`src/rtl/gcd_pkg.sv`:
```
// Shared definitions for the subtractive GCD engine: FSM state width and codes.
package gcd_pkg;

  localparam int STATE_W = 3;

  typedef logic [STATE_W-1:0] state_t;

  localparam state_t IDLE    = 3'd0;
  localparam state_t LOAD_A  = 3'd1;
  localparam state_t LOAD_B  = 3'd2;
  localparam state_t COMPUTE = 3'd3;
  localparam state_t DONE    = 3'd4;

endpackage

```
`src/rtl/gcd_datapath.sv`:
```
// Operand registers plus the compare / subtract / zero-detect logic of the GCD engine.
// Each step_i cycle subtracts the smaller register from the larger one. When the
// registers are equal, nothing changes. Because only the larger value is ever
// reduced, the unsigned subtraction cannot underflow.
module gcd_datapath #(
  parameter int W = 8
) (
  input  logic         clk,
  input  logic         reset,
  input  logic         load_a_i,
  input  logic         load_b_i,
  input  logic         step_i,
  input  logic [W-1:0] in_i,
  output logic [W-1:0] a_o,
  output logic         eq_o,
  output logic         a_zero_o,
  output logic         in_zero_o
);

  logic [W-1:0] a_q, a_d;
  logic [W-1:0] b_q, b_d;
  logic         a_gt_b;
  logic         b_gt_a;

  assign a_gt_b    = (a_q > b_q);
  assign b_gt_a    = (b_q > a_q);
  assign eq_o      = (a_q == b_q);
  assign a_zero_o  = (a_q == '0);
  assign in_zero_o = (in_i == '0);
  assign a_o       = a_q;

  // Next operand values: load from the input, or take one subtraction step.
  always_comb begin
    a_d = a_q;
    b_d = b_q;
    if (load_a_i) a_d = in_i;
    if (load_b_i) b_d = in_i;
    if (step_i) begin
      if (a_gt_b)      a_d = a_q - b_q;
      else if (b_gt_a) b_d = b_q - a_q;
    end
  end

  // Operand registers; reset clears both.
  always_ff @(posedge clk) begin
    if (reset) begin
      a_q <= '0;
      b_q <= '0;
    end else begin
      a_q <= a_d;
      b_q <= b_d;
    end
  end

endmodule

```
`src/rtl/gcd_engine.sv`:
```
// Subtractive GCD engine. It holds the control FSM, the saturating iteration
// counter and the registered result / status outputs.
// Protocol: init is a one-cycle request that is honoured only in IDLE or DONE.
// enter is a one-cycle strobe: each enter seen in LOAD_A / LOAD_B takes in as
// the next operand. There is no back-pressure. halt=1 marks out/err/iter as
// valid, and they stay stable until the next init or reset.
module gcd_engine
  import gcd_pkg::*;
#(
  parameter int W  = 8,
  parameter int CW = W
) (
  input  logic               clk,
  input  logic               reset,
  input  logic               init,
  input  logic               enter,
  input  logic [W-1:0]       in,
  output logic [W-1:0]       out,
  output logic               halt,
  output logic               busy,
  output logic               err,
  output logic [CW-1:0]      iter,
  output logic [STATE_W-1:0] state
);

  state_t        state_q, state_d;
  logic [W-1:0]  out_q, out_d;
  logic          halt_q, halt_d;
  logic          err_q, err_d;
  logic [CW-1:0] iter_q, iter_d;

  logic          load_a, load_b, step;
  logic          start, zero_done, compute_done;
  logic [W-1:0]  a_val;
  logic          eq, a_zero, in_zero;

  gcd_datapath #(.W(W)) u_datapath (
    .clk       (clk),
    .reset     (reset),
    .load_a_i  (load_a),
    .load_b_i  (load_b),
    .step_i    (step),
    .in_i      (in),
    .a_o       (a_val),
    .eq_o      (eq),
    .a_zero_o  (a_zero),
    .in_zero_o (in_zero)
  );

  // State register.
  always_ff @(posedge clk) begin
    if (reset) state_q <= IDLE;
    else       state_q <= state_d;
  end

  // Next-state logic. Unused codes fall back to IDLE.
  always_comb begin
    state_d = state_q;
    case (state_q)
      IDLE:    if (init)  state_d = LOAD_A;
      LOAD_A:  if (enter) state_d = LOAD_B;
      LOAD_B:  if (enter) state_d = (a_zero || in_zero) ? DONE : COMPUTE;
      COMPUTE: if (eq)    state_d = DONE;
      DONE:    if (init)  state_d = LOAD_A;
      default:            state_d = IDLE;
    endcase
  end

  // Output / control decode and next values of the registered results.
  always_comb begin
    busy         = (state_q == COMPUTE);
    start        = ((state_q == IDLE) || (state_q == DONE)) && init;
    load_a       = (state_q == LOAD_A) && enter;
    load_b       = (state_q == LOAD_B) && enter;
    zero_done    = load_b && (a_zero || in_zero);
    compute_done = (state_q == COMPUTE) && eq;
    step         = (state_q == COMPUTE) && !eq;

    out_d  = out_q;
    halt_d = halt_q;
    err_d  = err_q;
    iter_d = iter_q;
    if (start) begin
      halt_d = 1'b0;
      err_d  = 1'b0;
      iter_d = '0;
    end
    if (zero_done) begin
      out_d  = a_val | in;
      halt_d = 1'b1;
      err_d  = a_zero && in_zero;
      iter_d = '0;
    end
    if (compute_done) begin
      out_d  = a_val;
      halt_d = 1'b1;
    end
    if (step && (iter_q != {CW{1'b1}})) begin
      iter_d = iter_q + {{(CW-1){1'b0}}, 1'b1};
    end
  end

  // Registered result and status outputs.
  always_ff @(posedge clk) begin
    if (reset) begin
      out_q  <= '0;
      halt_q <= 1'b0;
      err_q  <= 1'b0;
      iter_q <= '0;
    end else begin
      out_q  <= out_d;
      halt_q <= halt_d;
      err_q  <= err_d;
      iter_q <= iter_d;
    end
  end

  assign out   = out_q;
  assign halt  = halt_q;
  assign err   = err_q;
  assign iter  = iter_q;
  assign state = state_q;

endmodule

```
`config.mk`:
```
export PLATFORM = sky130hd
export DESIGN_NAME = gcd_engine
export DESIGN_NICKNAME = d
export VERILOG_FILES = /design/src/rtl/gcd_pkg.sv /design/src/rtl/gcd_datapath.sv /design/src/rtl/gcd_engine.sv
export SDC_FILE = /design/constraint.sdc
export NUM_CORES = 1
export LEC_CHECK = 0
export BUFFER_PORTS_ARGS = -buffer_cell sky130_fd_sc_hd__buf_2
export CAP_MARGIN = 30
export CORE_MARGIN = 2
export CORE_UTILIZATION = 57
export CTS_CLUSTER_DIAMETER = 200
export DETAILED_ROUTE_END_ITERATION = 12
export HOLD_SLACK_MARGIN = 0.08
export PLACE_DENSITY = 0.84
export SKIP_LAST_GASP = 1
export SLEW_MARGIN = 15
export SYNTH_ARGS = -nofsm -noshare
export SYNTH_HDL_FRONTEND = slang
export SYNTH_SLANG_ARGS = --single-unit
```
`constraint.sdc`:
```
create_clock -name clk -period 3.55 [get_ports clk]
set_input_delay 0.355 -clock clk [delete_from_list [all_inputs] [get_ports clk]]
set_output_delay 0.355 -clock clk [all_outputs]
set_load 0.01 [all_outputs]
```
# == After elaboration in Yosys (flattened, before gate mapping) ==
# Cells that the tools add are included.
# op_classes
n_addsub,3
n_lt_le_gt_ge,2
n_eq_ne,10
muxes,22
n_bitwise,1
n_reduce_logical,20
# op_table
op,count
8-bit two-way mux,12
8-bit greater-than comparator,2
8-bit logical NOT,2
8-bit subtractor,2
3-bit two-way mux,5
3-bit one-hot mux with 4 select lines,1
8-bit by 1-bit adder with 8-bit output (second input constant),1
8-bit == test,1
1-bit logical AND,8
8-bit != test (second input constant),1
8-bit OR,1
3-bit by 2-bit == test with 1-bit output (second input constant),2
3-bit nonzero test,2
1-bit two-way mux,4
2-bit by 1-bit != test with 1-bit output (second input constant),2
2-bit != test (second input constant),2
4-bit AND reduction,1
2-bit nonzero test,2
3-bit by 1-bit == test with 1-bit output (second input constant),1
3-bit == test (second input constant),1
3-bit logical NOT,1
1-bit logical OR,2
2-bit OR reduction,1
1-bit logical NOT,1
# totals
regBits,37
inputBits,12
wordCells,65

# == Depth between registers and ports, before layout ==
# Gate-level depths: netlist (run 1).
# depth
depth_word,6
mapped_depth,9

# == By module ==
# Synthesis (run 1) repeated with hierarchy kept, for this count alone.
# unflattened
hier_cells,324
area_unflattened_um2,2837.7
# modules_own_cells
mod,n_inst,cells_per_inst,area_per_inst_um2,seq_area_each_um2
gcd_datapath,1,206,1715.4,320.3
gcd_engine,1,118,1122.3,420.4

# == Least setup slack after synthesis (run 1) ==
# Ideal clock, no wire load.
# synth_path
path_kind,register to register
from,register u_datapath.a_q[0] (netlist: u_datapath.a_o[0])
to,register u_datapath.b_q[2]
t_arrival_ns,2.086
setup_slack_ns,1.343
path_stages_with_launch,9
n_path_buf,0
period_less_slack_ns,2.207
path_cell_list,dfxtp_1 inv_1 ha_1 fa_1 nand2b_1 a21o_1 a21oi_1 a211o_4 mux2_4
# synth_via
elab_chain_len,4
word_cells_on_any_way,9
cone_classes,1 x add/sub; 2 x order compare; 1 x eq/ne; 3 x mux; 2 x reduce/logical
# synth_lines
element,line,rtl
"start, declared",gcd_datapath.sv:20,"logic [W-1:0] a_q, a_d;"
"start signal, assigned",gcd_datapath.sv:47,a_q <= '0;
"start signal, assigned",gcd_datapath.sv:50,a_q <= a_d;
"8-bit subtractor, or another cell as far along",gcd_datapath.sv:40,else if (b_gt_a) b_d = b_q - a_q;
8-bit two-way mux / 1-bit logical NOT (equally long branches),"gcd_datapath.sv:40, gcd_engine.sv:77",
8-bit two-way mux / 1-bit logical AND (equally long branches),"gcd_datapath.sv:39, gcd_engine.sv:77",
8-bit two-way mux *,gcd_datapath.sv:38,if (step_i) begin
"end signal, assigned",gcd_datapath.sv:48,b_q <= '0;
"end signal, assigned",gcd_datapath.sv:51,b_q <= b_d;
"end, declared",gcd_datapath.sv:21,"logic [W-1:0] b_q, b_d;"
# Every way passes the cells marked *; elsewhere a longest branch is shown, timed or not.
# A chain may end at the register's enable or synchronous reset.

# == Final worst setup path (run 1) ==
# layout_path
from,register u_datapath.a_q[0] (netlist: u_datapath.a_o[0])
to,register u_datapath.b_q[4]
# The elaborated chain is that of the path after synthesis.

==> results of run 1 <==
worst max path at each step:
stage / startpoint / to / slack [ns] / cells past startpoint
floorplan: u_datapath.a_o[0]$_SDFF_PP0_ / u_datapath.b_q[2]$_SDFF_PP0_ / 1.34 / 8
global placement: u_datapath.a_o[0]$_SDFF_PP0_ / u_datapath.a_o[5]$_SDFF_PP0_ / 1.06 / 8
detailed placement: u_datapath.a_o[0]$_SDFF_PP0_ / u_datapath.b_q[4]$_SDFF_PP0_ / 1.03 / 8
CTS: u_datapath.a_o[0]$_SDFF_PP0_ / u_datapath.b_q[4]$_SDFF_PP0_ / 1.01 / 8
global route: u_datapath.a_o[5]$_SDFF_PP0_ / u_datapath.a_o[5]$_SDFF_PP0_ / 0.76 / 7
finish: u_datapath.a_o[0]$_SDFF_PP0_ / u_datapath.b_q[4]$_SDFF_PP0_ / 0.99 / 8
cell usage in the layout (no fill, tap or decap), types with 5 or more instances in the layout:
cell type | synthesis | final
nand3_1 | 9 | 9
nor4_1 | 7 | 7
dfxtp_1 | 37 | 37
inv_1 | 33 | 33
ha_1 | 17 | 17
buf_2 | 5 | 33
o21ai_0 | 23 | 23
nor2_1 | 36 | 36
nor3_1 | 5 | 5
a221oi_2 | 8 | 8
mux2i_1 | 8 | 8
a21oi_1 | 34 | 34
a211oi_1 | 8 | 8
nand2_1 | 21 | 21
clkbuf_8 | 0 | 5
synthesized netlist by cell type (all sizes together) (2+ instances only):
library cell and number:
nor3b 2, a31oi 2, o21a 4, a221oi 8, buf 14, inv 34, ha 17, dfxtp 37
nand2 21, nor2b 2, a32oi 2, nand3b 3, o21ai 28, xor2 2, and2 4, nand3 9
a21o 2, and3 2, fa 2, or3 2, nand4 6, nor2 37, nor3 5, xnor2 3
a211oi 9, nor4b 2, a311oi 3, o211ai 3, a21oi 34, nand2b 3, o21bai 4, mux2 6
mux2i 8, nor4 9, clkbuf 8
report_power, final:
| part | switching, W | leakage [nW] | internal [W] | total, W |
|---|---|---|---|---|
| Sequential | 0.0000124 | 0.299 | 0.000427 | 0.000439 |
| Combinational | 0.000153 | 0.863 | 0.0000975 | 0.000251 |
| Clock | 0.000141 | 0.0399 | 0.000129 | 0.000270 |
per-layer routing:
| layer | global-route usage, % | vias to the layer above | part of all wire [%] |
|---|---|---|---|
| met4 | 6.04 | 0 | 0.60 |
| li1 | - | 1321 | - |
| met5 | 0 | - | 0 |
| met2 | 44.2 | 136 | 47 |
| met1 | 38.7 | 1326 | 43 |
| met3 | 5.09 | 5 | 8.6 |
state kept, by name (all words and copies together) (netlist names):
| register | flops |
|---|---|
| halt | 1 |
| state | 3 |
| out | 8 |
| iter | 8 |
| u_datapath.a_o | 8 |
| err | 1 |
| u_datapath.b_q | 8 |
cell families (layout without fill, tap and decap cells):
| kind of cell | Yosys count | in the layout | synth area share [%] |
|---|---|---|---|
| flops | 37 | 37 | 25.6 |
| compound gates | 110 | 110 | 27.7 |
| simple gates | 114 | 114 | 21.5 |
| xor+xnor | 5 | 5 | 1.51 |
| mux | 14 | 14 | 5.37 |
| fa+ha+maj | 19 | 19 | 8.74 |
| buf+inv | 57 | 76 | 9.56 |
metrics by stage:
step           hold WS [ns]  utilization [%]  cells  worst slack [ns]
2_1_floorplan         0.481                -    356              1.34
3_3_place_gp          0.449             62.6    436              1.06
3_5_place_dp          0.451             62.6    436              1.03
4_1_cts               0.373             64.2    442              1.01
5_1_grt               0.412             64.2    442             0.755
6_report              0.385             64.2    442             0.991
final cells by class:
| type | count | share of cell area, % |
|---|---|---|
| Timing Repair Buffer | 35 | 5.83 |
| Inverter | 35 | 4.25 |
| Multi-Input combinational cell | 262 | 60.9 |
| Sequential cell | 37 | 24.0 |
| Clock inverter | 1 | 0.162 |
| Clock buffer | 5 | 2.23 |
| Tap cell | 67 | 2.71 |
critical path, delay by kind of cell, from the launching register on:
family / cells / cell delay (ns)
AO/OA/AOI/OAI: 3 / 0.76
adder cells (fa/ha/maj): 2 / 0.66
buffers and inverters: 1 / 0.12
flip-flops: 1 / 0.41
multiplexers: 1 / 0.30
AND/OR/NAND/NOR: 1 / 0.21
==> key figures, run 1 <==
Power
  • P per Cell Area: 311 nW/um2
  • Total power: 0.000960 W
  • Worst VDD drop: 0.239 mV
  • Leak pwr: 1.20 nW

Logic synthesis
  • Biggest area consumer among synthesized cells: dfxtp_1
  • Synth unique cells: 72
  • Syn_nets: 387
  • Mapped Area: 2890 um2
  • Asr flop ratio synth: 0%
  • Register area share after synthesis: 25.6%
  • Yosys warning total: 0
  • Top post-synthesis cells by area: dfxtp_1 26%, ha_1 7.4%, a21oi_1 5.9%
  • Syn Inst Count: 356
  • Main synth FF type: dfxtp_1
  • Post-synth EDFFs: 0
  • Top cell type's share of synthesized area: 25.6%
  • Synthesized area per cell: 8.12 um2
  • Register bit count reported by yosys: 37

Hold path
  • Hold depth: 3
  • Worst Hold Class: in -> reg
  • Hold Startpoint: init
  • WHS Endpoint: state[2]$_SDFFE_PP0P_

Placement
  • Placed Area: 3020 um2
  • Placer Congestion: 0.988
  • IO buf count: 33
  • DPL Wire Length: 5640 um

Clocking
  • Setup repair bufs after CTS: 0
  • Clk buf depth: 2
  • CTS Hold Bufs: 0
  • TritonCTS clock tree: built
  • Clock latency on the worst-skew pair: 0.29 ns
  • Clk sink count: 37
  • H-tree Lvls: 2
  • Clock Tree Root: clkbuf_8
  • Post_cts resized: 0
  • Total CTS buffers: 5
  • CTS clk-pin slew, worst paths: 0.07 ns

Timing
  • Setup_tns: 0 ns
  • Final Hold Fails: 0
  • Final slew viol count: 0
  • RSZ-0062 raised after global routing: false
  • Layout Skew: 0.00418 ns
  • Final setup viols: 0
  • Worst Max-Slew Pin Slew: 0.657 ns
  • Maximum clock frequency: 391 MHz
  • Relative slew slack: 56.2%
  • Fin crit period: 2.56 ns
  • Tcrit/Tclk final: 72.1%

Finish
  • Sequential Area: 741 um2
  • Layout cell share with drive strength beyond 1: 20.3%
  • Final nets: 407
  • Area delta synth->final: 6.88%
  • Inserted Diodes: 0
  • Layout fillers: 428
  • Area of the multi-input gates: 1880 um2
  • Design Area, Final: 3090 um2

Global routing
  • Initial antenna violation count: 0
  • GRT Util Overall: 27.5%
  • Largest net degree at the start of global routing: 36
  • Grt ovf: 0
  • First-pass GRT wire length: 12000 um
  • Vias in the first global route: 2512

Worst setup path
  • CP Class: reg -> reg
  • Reg2Reg Capture Point: u_datapath.b_q[4]$_SDFF_PP0_
  • Flop2flop setup slack: 0.99 ns
  • R2r startpoint: u_datapath.a_o[0]$_SDFF_PP0_
  • Crit-path max FO: 5
  • CP Launch Type: flip-flop
  • CP max-delay cell: dfxtp_1
  • CP arrival: 2.74 ns
  • Reg2reg path depth: 8
  • CP peak stage delay: 0.41 ns
  • Crit path required time: 3.73 ns
  • CP cell instances: inv_1 -> ha_1 -> fa_1 -> nand2b_1 -> a21o_1 -> a21oi_1 -> a211o_4 -> mux2_4
  • CP Capture Type: flip-flop

Detailed routing
  • Remaining DRCs: 0
  • DR vias/cell: 6.31
  • Detail Route Antenna Nets: 0
  • Vias: 2788
  • Drt wl/cell: 16.9 um
  • First-pass iteration count of the detailed router: 5
  • Drt total wl: 7470 um
  • Starting DRT DRC Count: 284

Floorplan
  • Die width: 75.2 um
  • Die height: 75.2 um
  • Initial Util: 60.0%
  • Die area: 5660 um2
  • I/O pins: 34
  • Site Rows: 25
  • Core area: 4820 um2

Run
  • Maxcap violations: 0

Run status
  • Outcome: finished clean
(Power assumes the default switching activity.)
==> inputs of run 2 (changes only) <==
==> constraint.sdc (replaced) <==
create_clock -name clk -period 2.6 [get_ports clk]
set_input_delay 0.26 -clock clk [delete_from_list [all_inputs] [get_ports clk]]
set_output_delay 0.26 -clock clk [all_outputs]
set_load 0.01 [all_outputs]
==> run 2 against run 1 <==
Power increased by 56%. Highest routed layer unchanged. Die area unchanged. Via count rose by 3.6%. Global-route usage up 1.3 points. Count of clock-buffer cells in the layout increased by 1.
==> key figures, run 2 (synthesis results as in run 1) <==
Timing
  • Final setup viols: 0 (unchanged)
  • WHS: 0.291 ns (was 0.385 ns)
  • Tcrit/Tclk final: 97.7% (was 72.1%)
  • Fin crit period: 2.54 ns (was 2.56 ns)
  • Worst Max-Slew Pin Slew: 0.685 ns (was 0.657 ns)
  • RSZ-0062 raised after global routing: false (unchanged)
  • Setup_tns: 0 ns (unchanged)
  • Relative slew slack: 53.9% (was 56.2%)
  • Final Hold Fails: 0 (unchanged)
  • Final slew viol count: 0 (unchanged)
  • Layout Skew: 0.00650 ns (was 0.00418 ns)
  • PnR worst setup slack: 0.0595 ns (was 0.991 ns)
  • Maximum clock frequency: 394 MHz (was 391 MHz)

Worst setup path
  • Crit path required time: 2.79 ns (was 3.73 ns)
  • Buf/Inv on CP: 2 (was 1)
  • CP Capture Type: flip-flop (unchanged)
  • CP peak stage delay: 0.41 ns (about the same)
  • CP Launch Type: flip-flop (unchanged)
  • CP cell instances: inv_1 -> ha_1 -> fa_1 -> nand2b_1 -> a21o_1 -> a21oi_1 -> a211oi_2 -> buf_4 -> mux2_2 (was inv_1 -> ha_1 -> fa_1 -> nand2b_1 -> a21o_1 -> a21oi_1 -> a211o_4 -> mux2_4)
  • CP max-delay cell: fa_1 (was dfxtp_1)
  • Crit-path max FO: 3 (was 5)
  • CP Depth: 9 (was 8)
  • Reg2reg path depth: 9 (was 8)
  • CP arrival: 2.73 ns (was 2.74 ns)
  • Worst setup startpoint: u_datapath.a_o[0]$_SDFF_PP0_ (unchanged)
  • CP Class: reg -> reg (unchanged)
  • R2r startpoint: u_datapath.a_o[0]$_SDFF_PP0_ (unchanged)
  • CP top delay family: adder cells (was compound AO/OA/AOI/OAI gates)

Floorplan
  • Die area: 5660 um2 (unchanged)
  • Core area: 4820 um2 (unchanged)
  • Die width: 75.2 um (unchanged)
  • Die height: 75.2 um (unchanged)
  • I/O pins: 34 (unchanged)
  • Site Rows: 25 (unchanged)
  • Initial Util: 60.0% (unchanged)

Global routing
  • First-pass GRT wire length: 12200 um (was 12000 um)
  • Largest net degree at the start of global routing: 27 (was 36)
  • Initial antenna violation count: 0 (unchanged)
  • GRT Util Overall: 28.8% (was 27.5%)
  • Vias in the first global route: 2580 (was 2512)
  • Grt ovf: 0 (unchanged)

Clocking
  • TritonCTS clock tree: built (unchanged)
  • Clk buf depth: 2 (unchanged)
  • Clk sink count: 37 (unchanged)
  • Clock Tree Root: clkbuf_8 (unchanged)
  • CTS clk-pin slew, worst paths: 0.08 ns (was 0.07 ns)
  • Clock latency on the worst-skew pair: 0.30 ns (was 0.29 ns)
  • Total CTS buffers: 5 (unchanged)
  • Setup repair bufs after CTS: 0 (unchanged)
  • H-tree Lvls: 2 (unchanged)

Hold path
  • Hold Startpoint: init (unchanged)
  • Worst Hold Class: in -> reg (unchanged)
  • Hold depth: 3 (unchanged)

Placement
  • DPL Wire Length: 5660 um (was 5640 um)
  • Placed cell count: 440 (was 436)
  • Placer Congestion: 0.940 (was 0.988)
  • Pre-CTS setup slack: 0.0923 ns (was 1.03 ns)
  • IO buf count: 33 (unchanged)

Finish
  • Most used cells in the layout excluding fill and tap cells: 37 x dfxtp_1, 36 x nor2_1, 34 x a21oi_1 (unchanged)
  • Area delta synth->final: 10.2% (was 6.88%)
  • Commonest non-fill, non-tap cell in the layout: dfxtp_1 (unchanged)
  • Layout fillers: 408 (was 428)
  • Final nets: 411 (was 407)
  • Inserted Diodes: 0 (unchanged)
  • Fin cells: 448 (was 442)
  • Layout cell share with drive strength beyond 1: 22.0% (was 20.3%)

Detailed routing
  • Drt total wl: 8030 um (was 7470 um)
  • DR vias/cell: 6.45 (was 6.31)
  • First-pass iteration count of the detailed router: 5 (unchanged)
  • Starting DRT DRC Count: 412 (was 284)
  • Vias: 2889 (was 2788)
  • Drt wl/cell: 17.9 um (was 16.9 um)
  • Remaining DRCs: 0 (unchanged)
  • Detail Route Antenna Nets: 0 (unchanged)

Power
  • P per Cell Area: 471 nW/um2 (was 311 nW/um2)
  • Total power: 0.00150 W (was 0.000960 W)
  • Worst VDD drop: 0.340 mV (was 0.239 mV)
  • Leak pwr: 1.24 nW (was 1.20 nW)

Run
  • Maxcap violations: 0 (unchanged)

Run status
  • Outcome: finished clean (unchanged)
run 2: routing by layer:
layer / global-route usage [%] / share of wire, % / vias up
met5: 0 / 0 / -
met4: 10.9 / 2.3 / 0
met3: 4.42 / 8.4 / 25
met2: 48.0 / 48 / 162
met1: 37.8 / 41 / 1362
li1: - / - / 1340
run 2: worst paths after layout:
| path | end | slack (ns) |
|---|---|---|
| worst max register to register | u_datapath.b_q[1]$_SDFF_PP0_ | 0.06 |
| worst min register to register | halt$_SDFFE_PP0P_ | 0.46 |
| worst min-delay path | state[2]$_SDFFE_PP0P_ | 0.29 |
| worst max-delay path | u_datapath.b_q[1]$_SDFF_PP0_ | 0.06 |
run 2: power by group:
part | switching (W) | total (W) | internal, W
clock | 0.000229 | 0.000541 | 0.000312
combinational | 0.000223 | 0.000360 | 0.000137
sequential | 0.0000180 | 0.000600 | 0.000582
total | 0.000470 | 0.00150 | 0.00103
run 2: metrics by stage:
step,utilization [%],instance area [um2]
floorplan,-,2890
CTS,65.7,3170
finish,66.1,3190
global route,66.1,3190
global placement,63.2,3050
detailed placement,63.2,3050
run 2: final cells by class:
class,instances,area (um2),share of cell area [%]
multi-input combinational,262,1900,59.6
sequential,37,741,23.3
timing repair buffer,39,210,6.60
inverter,35,131,4.12
tap,67,83.8,2.63
clock buffer,6,82.6,2.59
clock inverter,2,37.5,1.18
run 2: worst min-delay path: stages:
cell	delay, ns
buf_2	0.11
nand3b_1	0.11
a21oi_1	0.06
run 2: repair_timing:
| action | in CTS | in global routing |
|---|---|---|
| setup endpoints to repair | 0 | 1 |
| endpoints found under the hold margin | 0 | 0 |
| gates resized for setup | 0 | 3 |
| hold buffers | 0 | 0 |
